File: src/rtl/hd44780_ram_reader.sv
// hd44780_ram_reader: read side of the hd44780_ram display buffer.
// Fetches a run of bytes from the synchronous RAM read port and hands them to the
// HD44780 bus driver over a valid/ready byte interface, one byte per handshake.
// Optional feature: define HD44780_RAM_READER_ESC_EN so that byte 0xFE acts as an escape.
// The byte after the escape is presented as a command (lcd_rs=0).

module hd44780_ram_reader #(
   parameter int unsigned addr_width = 9,
   parameter int unsigned data_width = 8
) (
   input  logic                  clk,
   input  logic                  rst_n,
   input  logic                  start,
   input  logic [addr_width-1:0] start_addr,
   input  logic [addr_width:0]   length,
   input  logic                  rs_in,
   output logic                  busy,
   output logic                  done,
   output logic [addr_width-1:0] ram_raddr,
   input  logic [data_width-1:0] ram_dout,
   output logic [data_width-1:0] lcd_byte,
   output logic                  lcd_rs,
   output logic                  lcd_valid,
   input  logic                  lcd_ready
);

   typedef enum logic [2:0] {
      StIdle,
      StAddr,
      StWait,
      StCapt,
      StPresent,
      StFinish
   } state_e;

   localparam logic [addr_width:0]   ZeroCnt = '0;
   localparam logic [addr_width:0]   OneCnt  = (addr_width+1)'(1);
   localparam logic [addr_width-1:0] OneAddr = addr_width'(1);

`ifdef HD44780_RAM_READER_ESC_EN
   localparam logic [data_width-1:0] EscByte = data_width'(8'hFE);
   logic esc_q;   // previous byte was an escape; next presented byte is a command
`endif

   state_e                state_q;
   logic [addr_width-1:0] cur_addr_q;
   logic [addr_width:0]   remaining_q;
   logic                  rs_q;

   // Single-process FSM; every output is a register updated here.
   always_ff @(posedge clk or negedge rst_n) begin
      if (!rst_n) begin
         state_q     <= StIdle;
         cur_addr_q  <= '0;
         remaining_q <= '0;
         rs_q        <= 1'b0;
         busy        <= 1'b0;
         done        <= 1'b0;
         ram_raddr   <= '0;
         lcd_byte    <= '0;
         lcd_rs      <= 1'b0;
         lcd_valid   <= 1'b0;
`ifdef HD44780_RAM_READER_ESC_EN
         esc_q       <= 1'b0;
`endif
      end else begin
         done <= 1'b0;
         unique case (state_q)
            StIdle: begin
               if (start) begin
                  cur_addr_q  <= start_addr;
                  remaining_q <= length;
                  rs_q        <= rs_in;
                  busy        <= 1'b1;
`ifdef HD44780_RAM_READER_ESC_EN
                  esc_q       <= 1'b0;
`endif
                  state_q     <= (length == ZeroCnt) ? StFinish : StAddr;
               end
            end
            StAddr: begin
               ram_raddr <= cur_addr_q;
               state_q   <= StWait;
            end
            // RAM samples ram_raddr on this edge; data is on ram_dout in CAPT
            StWait: state_q <= StCapt;
            StCapt: begin
`ifdef HD44780_RAM_READER_ESC_EN
               if (!esc_q && ram_dout == EscByte) begin
                  // Swallow the escape; it still consumes one byte of the run
                  esc_q       <= 1'b1;
                  cur_addr_q  <= cur_addr_q + OneAddr;
                  remaining_q <= remaining_q - OneCnt;
                  state_q     <= (remaining_q == OneCnt) ? StFinish : StAddr;
               end else begin
                  lcd_byte  <= ram_dout;
                  lcd_rs    <= rs_q & ~esc_q;
                  lcd_valid <= 1'b1;
                  state_q   <= StPresent;
               end
`else
               lcd_byte  <= ram_dout;
               lcd_rs    <= rs_q;
               lcd_valid <= 1'b1;
               state_q   <= StPresent;
`endif
            end
            StPresent: begin
               if (lcd_ready) begin
                  lcd_valid   <= 1'b0;
                  cur_addr_q  <= cur_addr_q + OneAddr;
                  remaining_q <= remaining_q - OneCnt;
`ifdef HD44780_RAM_READER_ESC_EN
                  esc_q       <= 1'b0;
`endif
                  state_q     <= (remaining_q == OneCnt) ? StFinish : StAddr;
               end
            end
            StFinish: begin
               done    <= 1'b1;
               busy    <= 1'b0;
`ifdef HD44780_RAM_READER_ESC_EN
               esc_q   <= 1'b0;
`endif
               state_q <= StIdle;
            end
            default: state_q <= StIdle;
         endcase
      end
   end

endmodule
File: config.mk
export PLATFORM = sky130hd
export DESIGN_NAME = hd44780_ram_reader
export DESIGN_NICKNAME = d
export VERILOG_FILES = /design/src/rtl/hd44780_ram_reader.sv
export SDC_FILE = /design/constraint.sdc
export NUM_CORES = 1
export LEC_CHECK = 0
export ABC_AREA = 1
export CAP_MARGIN = 20
export CORE_MARGIN = 2
export CORE_UTILIZATION = 54
export DETAILED_ROUTE_END_ITERATION = 10
export HOLD_SLACK_MARGIN = 0.08
export PLACE_DENSITY = 0.83
export SETUP_SLACK_MARGIN = 0.15
export SLEW_MARGIN = 20
export SYNTH_ARGS = -nofsm -noshare
export SYNTH_HDL_FRONTEND = slang
export SYNTH_SLANG_ARGS = --single-unit
File: constraint.sdc
create_clock -name clk -period 3.75 [get_ports clk]
set_clock_uncertainty 0.1 [all_clocks]
set_input_delay 0.75 -clock clk [delete_from_list [all_inputs] [get_ports clk]]
set_output_delay 0.75 -clock clk [all_outputs]
set_load 0.01 [all_outputs]
==> metrics.cfg, run 1 <==
[pwr]
p_leak_nw=1.46
internal_power_mw=1.53
power_density_nw_per_um2=822
netSwitchingPower_uw=951
clockPowerShare_pct=20.1
vdd_drop_max_mv=0.450
swShare_pct=38.3
power_mw=2.49
pwr-share-seq_pct=35.4
p_comb_share_pct=44.5

[yosys]
avgSynthCellArea_sq_um=8.22
synthDominantCellAreaShare_pct=46.8
ys_warn_count=0
synthesis.instances=286
synthTopCellsByArea=dfrtp_1 (47%), nand2_1 (12%), o21ai_0 (6.0%), mux2_2 (5.3%), nand3_1 (5.1%)
synth_seq_cells=44
synth_nets=321
yosysSeqAreaShare_pct=46.8
syn_area_sq_um=2350
ys_types=27
yosys.area.top_type=dfrtp_1

[run_status]
status=complete, no violations

[clocking]
ctsRootBufferMaster=clkbuf_8
numCtsBuffers=5
clk_latency_ns=0.30
postCtsSetupBuffers=0
holdBufCountCts=0
cts_max_path_buffers=2
cts_resized=0
clk_transition_reported_paths_ns=0.09
htreeDepth=2
cts_tree=done
cts.sinks=44

[worst_setup_path]
path_class=reg -> out
r2r_slack_ns=1.85
r2r-start=state_q[1]$_DFFE_PN0P_
slowest_delay_ns=0.55
worst_ep_required_time_ns=2.90
crit_cells=1
critPathSlowestCell=clkdlybuf4s50_1
path_cells=clkdlybuf4s50_1
path_buf_inv=1
cp-end-kind=output port
worstPathArrival_ns=1.21
rr_endpoint=cur_addr_q[4]$_DFFE_PN0P_
cp_top_family=buffers and inverters
cp-start-kind=flip-flop
rr_worst_depth=8
cp_max_fo=2

[hold_path]
hold_path.class=in -> async

[global_route]
grtUsageMet1_pct=29.4
busiest_layer=met2
grt_pass1_wl_um=8940
use_met3_pct=5.05
grt_usage_pct=22.8
grt_max_degree=45
antenna_found_initial=0
use_met2_pct=38.3
grt-ovfl-total=0
first_global_vias=1982

[placed_design]
place.gp.congestion=0.850
dpl-instance-area_sq_um=2860
hpwlAfterDp_um=3690
io_buffers=52
place_inst=379

[final_layout]
design_area_sq_um=3020
drive_gt1_share_pct=10.4
stdcell_count=387
syn_to_final_growth_pct=28.6
diodes=0
final_cell_mix=nand2_1 (76), clkdlybuf4s50_1 (51), dfrtp_1 (44)
layout_commonest_cell=nand2_1
final_nets=371

[timing]
timing.final.crit_period_ns=2.06
rsz0062_at_grt=false
tightest_slew_ns=0.547
relSlewSlack_pct=63.4
hold_viol=0
slew_violations=0
fin_crit_sh_pct=54.8
finalSetupTns_ns=0
fin_hold_ws_ns=0.314
max_freq_mhz=486
setup_viol=0

[floorplan]
die_h_um=70.0
std_cell_rows=23
core-area_sq_um=4090
start_util_pct=57.5
dieArea_sq_um=4900
die_w_um=70.0
io-pin-count=53

[route]
via_per_inst=5.27
drc_errors=0
drt_iter0_drc=196
detail_route.wirelength_um=5190
vias=2041
ant_nets=0
wl_per_cell_um=13.4
drt-pass1-iter-count=4

[job]
cap_viol_max_count=0

cell type report:
class | instances | area (sq um)
Sequential cell | 44 | 1100
Inverter | 35 | 131
Multi-Input combinational cell | 198 | 1050
Fill cell | 316 | 1060
Clock inverter | 3 | 90.1
Timing Repair Buffer | 52 | 518
Clock buffer | 5 | 68.8
Tap cell | 50 | 62.6
through the flow:
step / worst slack, ns / utilization, %
4_1_cts: 1.68 / 73.9
2_1_floorplan: 2.34 / -
6_report: 1.69 / 74.0
5_1_grt: 1.65 / 74.0
3_3_place_gp: 1.58 / 70.0
3_5_place_dp: 1.54 / 70.0
metal layers:
layer | vias to the layer above | wire length, um
met5 | - | 0
met2 | 58 | 2610
met3 | 12 | 218
met4 | 0 | 85
met1 | 956 | 2280
li1 | 1015 | -
cell usage after synthesis, drive strengths merged:
| cell type | number |
|---|---|
| nand2 | 80 |
| dfrtp | 44 |
| inv | 35 |
| o21ai | 29 |
| nor2 | 26 |
| nand3 | 24 |
| mux2 | 11 |
| buf | 7 |
| or2 | 6 |
| a21oi | 5 |
| nand4 | 4 |
| ha | 3 |
| nor3 | 3 |
| xor2 | 3 |
| a31oi | 2 |
| clkbuf | 2 |
| o211ai | 2 |
worst max-delay path by stage:
| stage | start | to |
|---|---|---|
| after floorplan | start_addr[4] | cur_addr_q[4]$_DFFE_PN0P_ |
| after global placement | lcd_ready | cur_addr_q[4]$_DFFE_PN0P_ |
| after detailed placement | lcd_ready | cur_addr_q[4]$_DFFE_PN0P_ |
| after CTS | lcd_byte[1]$_DFFE_PN0P_ | lcd_byte[1] |
| after global routing | ram_raddr[6]$_DFFE_PN0P_ | ram_raddr[6] |
| final | lcd_byte[1]$_DFFE_PN0P_ | lcd_byte[1] |
power by group through the flow:
stage / combinational [mW] / sequential [mW] / clock, mW
after floorplan: 0.724 / 0.896 / 0
after global placement: 1.07 / 0.866 / 0
after detailed placement: 1.11 / 0.883 / 0
after CTS: 1.12 / 0.876 / 0.505
after global routing: 1.25 / 0.910 / 0.528
final: 1.11 / 0.879 / 0.500
sequential cells by signal, indices dropped and copies added (netlist names), 3 cells and up:
signal,count
remaining_q,10
state_q,3
lcd_byte,8
ram_raddr,9
cur_addr_q,9
cells by family (layout without fill, tap and decap cells):
family	count (synthesis)	count (layout)	share of synthesized area [%]
buffers and inverters	44	95	8.46
adders and majority gates	3	3	1.60
and+or+nand+nor	143	143	27.6
xor gates and xnor gates	3	3	1.12
muxes	11	11	5.27
AOI/OAI and AO/OA	38	38	9.10
DFF	44	44	46.8
Power figures use the tool's default switching activity.
==> run 2: changes to the inputs <==
--- a/config.mk
+++ b/config.mk
@@ -8,10 +8,10 @@
 export ABC_AREA = 1
 export CAP_MARGIN = 20
 export CORE_MARGIN = 2
-export CORE_UTILIZATION = 54
+export CORE_UTILIZATION = 45
 export DETAILED_ROUTE_END_ITERATION = 10
 export HOLD_SLACK_MARGIN = 0.08
-export PLACE_DENSITY = 0.83
+export PLACE_DENSITY = 0.74
 export SETUP_SLACK_MARGIN = 0.15
 export SLEW_MARGIN = 20
 export SYNTH_ARGS = -nofsm -noshare
==> constraint.sdc (replaced) <==
create_clock -name clk -period 1.7 [get_ports clk]
set_clock_uncertainty 0.1 [all_clocks]
set_input_delay 0.34 -clock clk [delete_from_list [all_inputs] [get_ports clk]]
set_output_delay 0.34 -clock clk [all_outputs]
set_load 0.01 [all_outputs]
==> run 2 against run 1 <==
Net effect: global-route usage shrank 4.4 points; clock power grew 21%; largest cell class unchanged; critical endpoint is now cur_addr_q[1]$_DFFE_PN0P_; sequential share of layout area shrank 0.70 points; cell count grew 8.3%; sequential cell count is the same; critical path type is now reg -> reg.
==> metrics.cfg, run 2 (same netlist as run 1, synthesis figures left out) <==
[global_route]
first_global_vias=1959  ; -1.2%
grt_usage_pct=18.4  ; -4.4 points
grt-ovfl-total=0  ; unchanged
antenna_found_initial=0  ; unchanged
grt_max_degree=21  ; -53%
grt_pass1_wl_um=8700  ; -2.6%

[worst_setup_path]
cp_top_family=simple AND/OR/NAND/NOR gates
cp_max_fo=15  ; +13
cp-start-kind=flip-flop
rr_worst_depth=8  ; unchanged
rr_endpoint=cur_addr_q[1]$_DFFE_PN0P_
r2r_slack_ns=0.20  ; -1.65 ns
path_class=reg -> reg
worstPathArrival_ns=1.61  ; +0.40 ns
path_cells=inv_2, nand2_4, nor2_4, nand2_4, nand2_8, buf_4, nor2_1, a31oi_2
slowest_delay_ns=0.43  ; -0.12 ns
cp-end-kind=flip-flop
startpoint=state_q[1]$_DFFE_PN0P_
path_buf_inv=2  ; +1
crit_cells=8  ; +7
worst_ep_required_time_ns=1.81  ; -1.09 ns
critPathSlowestCell=dfrtp_1
cp-endpoint=cur_addr_q[1]$_DFFE_PN0P_
path_common_cell=nand2_4
r2r-start=state_q[1]$_DFFE_PN0P_

[timing]
slew_violations=0  ; unchanged
fin_crit_sh_pct=88.0
relSlewSlack_pct=71.1  ; +7.7 points
hold_viol=0  ; unchanged
max_freq_mhz=668
rsz0062_at_grt=true
tightest_slew_ns=0.433  ; -0.114 ns
setup_viol=0  ; unchanged
finalSetupTns_ns=0  ; unchanged
timing.final.crit_period_ns=1.50
layout_setup_ws_ns=0.204  ; -1.49 ns

[route]
drt-pass1-iter-count=4  ; unchanged
detail_route.wirelength_um=5140  ; -1.1%
ant_nets=0  ; unchanged
vias=2031  ; -0.49%
drc_errors=0  ; unchanged
wl_per_cell_um=12.3  ; -8.7%
via_per_inst=4.85  ; -8.1%
drt_iter0_drc=132  ; -33%

[floorplan]
dieArea_sq_um=5820  ; +19%
io-pin-count=53  ; unchanged
std_cell_rows=26  ; +13%
die_h_um=76.3  ; +9.0%
die_w_um=76.3  ; +9.0%
core-area_sq_um=5070  ; +24%
start_util_pct=46.3  ; -11 points

[final_layout]
reg.largest.list=remaining_q: 10 flops, cur_addr_q: 9 flops, ram_raddr: 9 flops
multi_input_area_sq_um=1070  ; +1.7%
top_register=remaining_q
layout_commonest_cell=nand2_1
regArea_sq_um=1100  ; unchanged
final_nets=384  ; +3.5%
diodes=0  ; unchanged
largest_register_ffs=10  ; unchanged
drive_gt1_share_pct=13.8  ; +3.4 points
n_fill_cell=480  ; +52%
design_area_sq_um=3080  ; +1.9%
final_cell_mix=nand2_1 (76), dfrtp_1 (44), inv_1 (31)
syn_to_final_growth_pct=31.1

[clocking]
numCtsBuffers=5  ; unchanged
htreeDepth=2  ; unchanged
clk_latency_ns=0.29  ; about the same
cts_tree=done
cts.sinks=44  ; unchanged
cts_max_path_buffers=2  ; unchanged
ctsRootBufferMaster=clkbuf_8
clk_transition_reported_paths_ns=0.08  ; about the same

[pwr]
vdd_drop_max_mv=0.816  ; +81%
p_leak_nw=1.53  ; +4.8%
power_density_nw_per_um2=1640  ; +99%

[hold_path]
hold_path.class=reg -> reg

[run_status]
status=complete, no violations

[placed_design]
dpl-instance-area_sq_um=2970  ; +3.9%
pre_cts_slack_ns=0.0220  ; -1.52 ns
place.gp.congestion=0.797  ; -6.2%
io_buffers=52  ; unchanged
hpwlAfterDp_um=3870  ; +4.8%

[job]
cap_viol_max_count=0  ; unchanged

-- run 2: changes by cell type in the layout (fill, tap and decap cells not counted), sizes merged --
cell           previous run  this run
buf                       1        13
bufinv                    3         0
clkbuf                    5         6
clkdlybuf4s50            51        30
clkinv                    0         1
dlygate4sd2               0        21
dlygate4sd3               0         1
-- run 2: report_power, final --
part / switching (mW) / internal, mW
logic: 1.41 / 1.11
registers: 0.365 / 1.55
clock network: 0.327 / 0.279
total: 2.10 / 2.94
-- run 2: metrics by stage --
stage / util [%] / total power, mW / cells / hold slack, ns
detailed placement: 58.6 / 4.51 / 409 / 0.208
global placement: 58.6 / 4.40 / 409 / 0.207
CTS: 60.0 / 4.99 / 417 / 0.387
floorplan: - / 3.57 / 286 / -0.0556
global route: 60.7 / 5.49 / 419 / 0.413
finish: 60.7 / 5.04 / 419 / 0.382
-- run 2: layer usage --
layer,global-route usage (%),vias to the layer above,share of wire (%)
li1,-,1041,-
met5,0,-,0
met4,6.00,0,1.6
met3,3.20,7,3.0
met2,32.4,34,52
met1,22.9,949,43
-- run 2: worst min path at each step --
stage / slack [ns] / from / to / depth (start not counted)
finish: 0.38 / ram_raddr[5]$_DFFE_PN0P_ / ram_raddr[5]$_DFFE_PN0P_ / 2
global route: 0.41 / lcd_valid$_DFFE_PN0P_ / lcd_valid$_DFFE_PN0P_ / 2
CTS: 0.39 / ram_raddr[5]$_DFFE_PN0P_ / ram_raddr[5]$_DFFE_PN0P_ / 2
detailed placement: 0.21 / rst_n / lcd_byte[3]$_DFFE_PN0P_ / 1
global placement: 0.21 / rst_n / lcd_byte[5]$_DFFE_PN0P_ / 1
floorplan: -0.06 / rst_n / busy$_DFFE_PN0P_ / 0
-- run 2: worst register-to-register path: stages, from the launching register on --
cell and delay (ns):
dfrtp_1 0.43, inv_2 0.10, nand2_4 0.08, nor2_4 0.15
nand2_4 0.09, nand2_8 0.12, buf_4 0.16, nor2_1 0.05
a31oi_2 0.13
-- run 2: final cells by class --
cell class                      count  share of cell area, %
Clock buffer                        6                   2.35
Timing Repair Buffer               65                   19.9
Multi-Input combinational cell    198                   34.7
Inverter                           35                   4.34
Sequential cell                    44                   35.7
Tap cell                           70                   2.84
Clock inverter                      1                  0.162
-- run 2: repair_timing --
action,in CTS,in global routing
gates resized for setup,22,9
pin swaps,0,3
endpoints found under the hold margin,17,0
hold buffers,1,0
setup endpoints to repair,22,9
buffers inserted,0,2
==> run 3: changes to the inputs <==
==> constraint.sdc (replaced) <==
create_clock -name clk -period 1.7 [get_ports clk]
set_clock_uncertainty 0.1 [all_clocks]
set_input_delay 0.51 -clock clk [delete_from_list [all_inputs] [get_ports clk]]
set_output_delay 0.51 -clock clk [all_outputs]
set_load 0.02 [all_outputs]
==> run 3 against run 2 <==
Net effect: first-iteration DRC count fell by 14%; clock power rose by 31%; total power rose by 6.6%; largest power group unchanged; core utilization fell by 0.57 points.
==> metrics.cfg, run 3 (same netlist as run 1, synthesis figures left out) <==
[timing]
max_freq_mhz=663  ; -0.86%
layout_setup_ws_ns=0.191  ; -0.0129 ns
timing.final.crit_period_ns=1.51  ; +0.0129 ns
finalSetupTns_ns=0  ; unchanged
rsz0062_at_grt=false
setup_viol=0  ; unchanged
tightest_slew_ns=0.285  ; -0.148 ns
hold_viol=0  ; unchanged
relSlewSlack_pct=81.0  ; +9.8 points
fin_hold_ws_ns=0.0727  ; -0.310 ns
slew_violations=0  ; unchanged
fin_crit_sh_pct=88.8  ; +0.76 points

[pwr]
swShare_pct=42.7  ; +0.96 points
power_density_nw_per_um2=1760  ; +7.6%
vdd_drop_max_mv=0.902  ; +10%
internal_power_mw=3.08  ; +4.8%
clockPowerShare_pct=14.7  ; +2.7 points
power_mw=5.37  ; +6.6%
p_leak_nw=1.52  ; -0.53%
p_comb_share_pct=49.8  ; -0.2 points
netSwitchingPower_mw=2.29  ; +9.1%
pwr-share-seq_pct=35.5  ; -2.5 points

[placed_design]
place.gp.congestion=0.817  ; +2.6%
pre_cts_slack_ns=-0.110  ; -0.132 ns
io_buffers=52  ; unchanged
hpwlAfterDp_um=3640  ; -6.1%
place_inst=410  ; +0.24%
dpl-instance-area_sq_um=2980  ; +0.25%

[floorplan]
dieArea_sq_um=5820  ; unchanged
die_w_um=76.3  ; unchanged
die_h_um=76.3  ; unchanged
io-pin-count=53  ; unchanged
start_util_pct=46.3  ; unchanged
core-area_sq_um=5070  ; unchanged
std_cell_rows=26  ; unchanged

[worst_setup_path]
cp-start-kind=flip-flop
slowest_delay_ns=0.36  ; -0.07 ns
rr_worst_depth=7  ; -1
critPathSlowestCell=dfrtp_1
r2r-start=state_q[0]$_DFFE_PN0P_
path_buf_inv=1  ; -1
cp-endpoint=done
cp_max_fo=1  ; -14
startpoint=done$_DFF_PN0_
crit_cells=1  ; -7
cp-end-kind=output port
path_cells=clkdlybuf4s15_2
rr_endpoint=cur_addr_q[4]$_DFFE_PN0P_
worst_ep_required_time_ns=1.09  ; -0.72 ns
path_class=reg -> out
cp_top_family=flip-flops
worstPathArrival_ns=0.90  ; -0.71 ns
r2r_slack_ns=0.23  ; +0.03 ns

[final_layout]
diodes=0  ; unchanged
utilization_pct=60.2  ; -0.57 points
top_register=remaining_q
reg.largest.list=remaining_q: 10 flops, cur_addr_q: 9 flops, ram_raddr: 9 flops
layout_commonest_cell=nand2_1
final_cell_mix=nand2_1 (76), dfrtp_1 (44), inv_1 (30), clkdlybuf4s50_1 (30), o21ai_0 (26)
largest_register_ffs=10  ; unchanged
drive_gt1_share_pct=20.7  ; +7.0 points
stdcell_count=422  ; +0.72%
final_nets=386  ; +0.52%
syn_to_final_growth_pct=29.9
design_area_sq_um=3050  ; -0.93%

[clocking]
clk_latency_ns=0.30  ; about the same
cts.sinks=44  ; unchanged
ctsRootBufferMaster=clkbuf_8
holdBufCountCts=0  ; -1
numCtsBuffers=5  ; unchanged
htreeDepth=2  ; unchanged
cts_max_path_buffers=2  ; unchanged
clk_transition_reported_paths_ns=0.08  ; about the same
cts_tree=done

[job]
cap_viol_max_count=0  ; unchanged

[global_route]
grt_pass1_wl_um=8710  ; about the same
antenna_found_initial=0  ; unchanged
first_global_vias=1909  ; -2.6%
grt-ovfl-total=0  ; unchanged
grt_usage_pct=18.5  ; +0.055 points
grt_max_degree=45  ; +110%

[route]
drt_iter0_drc=114  ; -14%
wl_per_cell_um=11.8  ; -3.5%
detail_route.wirelength_um=4990  ; -2.8%
drt-pass1-iter-count=4  ; unchanged
via_per_inst=4.86  ; +0.22%
drc_errors=0  ; unchanged
ant_nets=0  ; unchanged
vias=2050  ; +0.94%

[run_status]
status=complete, no violations

[hold_path]
hold_path.class=in -> async

==> run 3: cell count changes in the layout (fill, tap and decap cells not counted), moves of 2 or more <==
cell,before,now
dlygate4sd2_1,21,0
buf_6,1,3
buf_2,1,20
buf_4,9,11
==> run 3: layout make-up <==
cell class	count	area [sq um]
inverter	35	134
timing repair buffer	67	553
clock buffer	6	72.6
tap	70	87.6
clock inverter	2	35.0
sequential	44	1100
multi-input combinational	198	1070
fill	493	2020
==> run 3: worst min-delay path by stage <==
stage                                          end  cells after the start
after floorplan                   busy$_DFFE_PN0P_                      0
after global placement    ram_raddr[6]$_DFFE_PN0P_                      2
after detailed placement  ram_raddr[6]$_DFFE_PN0P_                      2
after CTS                  lcd_byte[3]$_DFFE_PN0P_                      2
after global routing      ram_raddr[2]$_DFFE_PN0P_                      2
final                      lcd_byte[3]$_DFFE_PN0P_                      2
==> run 3: timing repair <==
action / 4_1_cts / 5_1_grt
setup endpoints to repair: 40 / 32
gates cloned: 0 / 0
pin swaps: 1 / 1
buffers inserted: 1 / 3
gates resized for setup: 67 / 27
hold endpoints to repair: 0 / 0
==> run 3: metal layers <==
metal	part of all wire (%)	vias up	track usage [%]
met1	45	951	23.4
li1	-	1045	-
met2	49	43	30.7
met5	0	-	0
met4	2.6	0	8.91
met3	3.4	11	3.08
==> run 3: power by group through the flow <==
stage | sequential (mW) | combinational [mW] | clock, mW
after global placement | 1.91 | 2.70 | 0
after floorplan | 2.15 | 1.60 | 0
after detailed placement | 1.94 | 2.75 | 0
after global routing | 1.98 | 2.99 | 0.870
after CTS | 1.92 | 2.67 | 0.808
final | 1.91 | 2.68 | 0.792
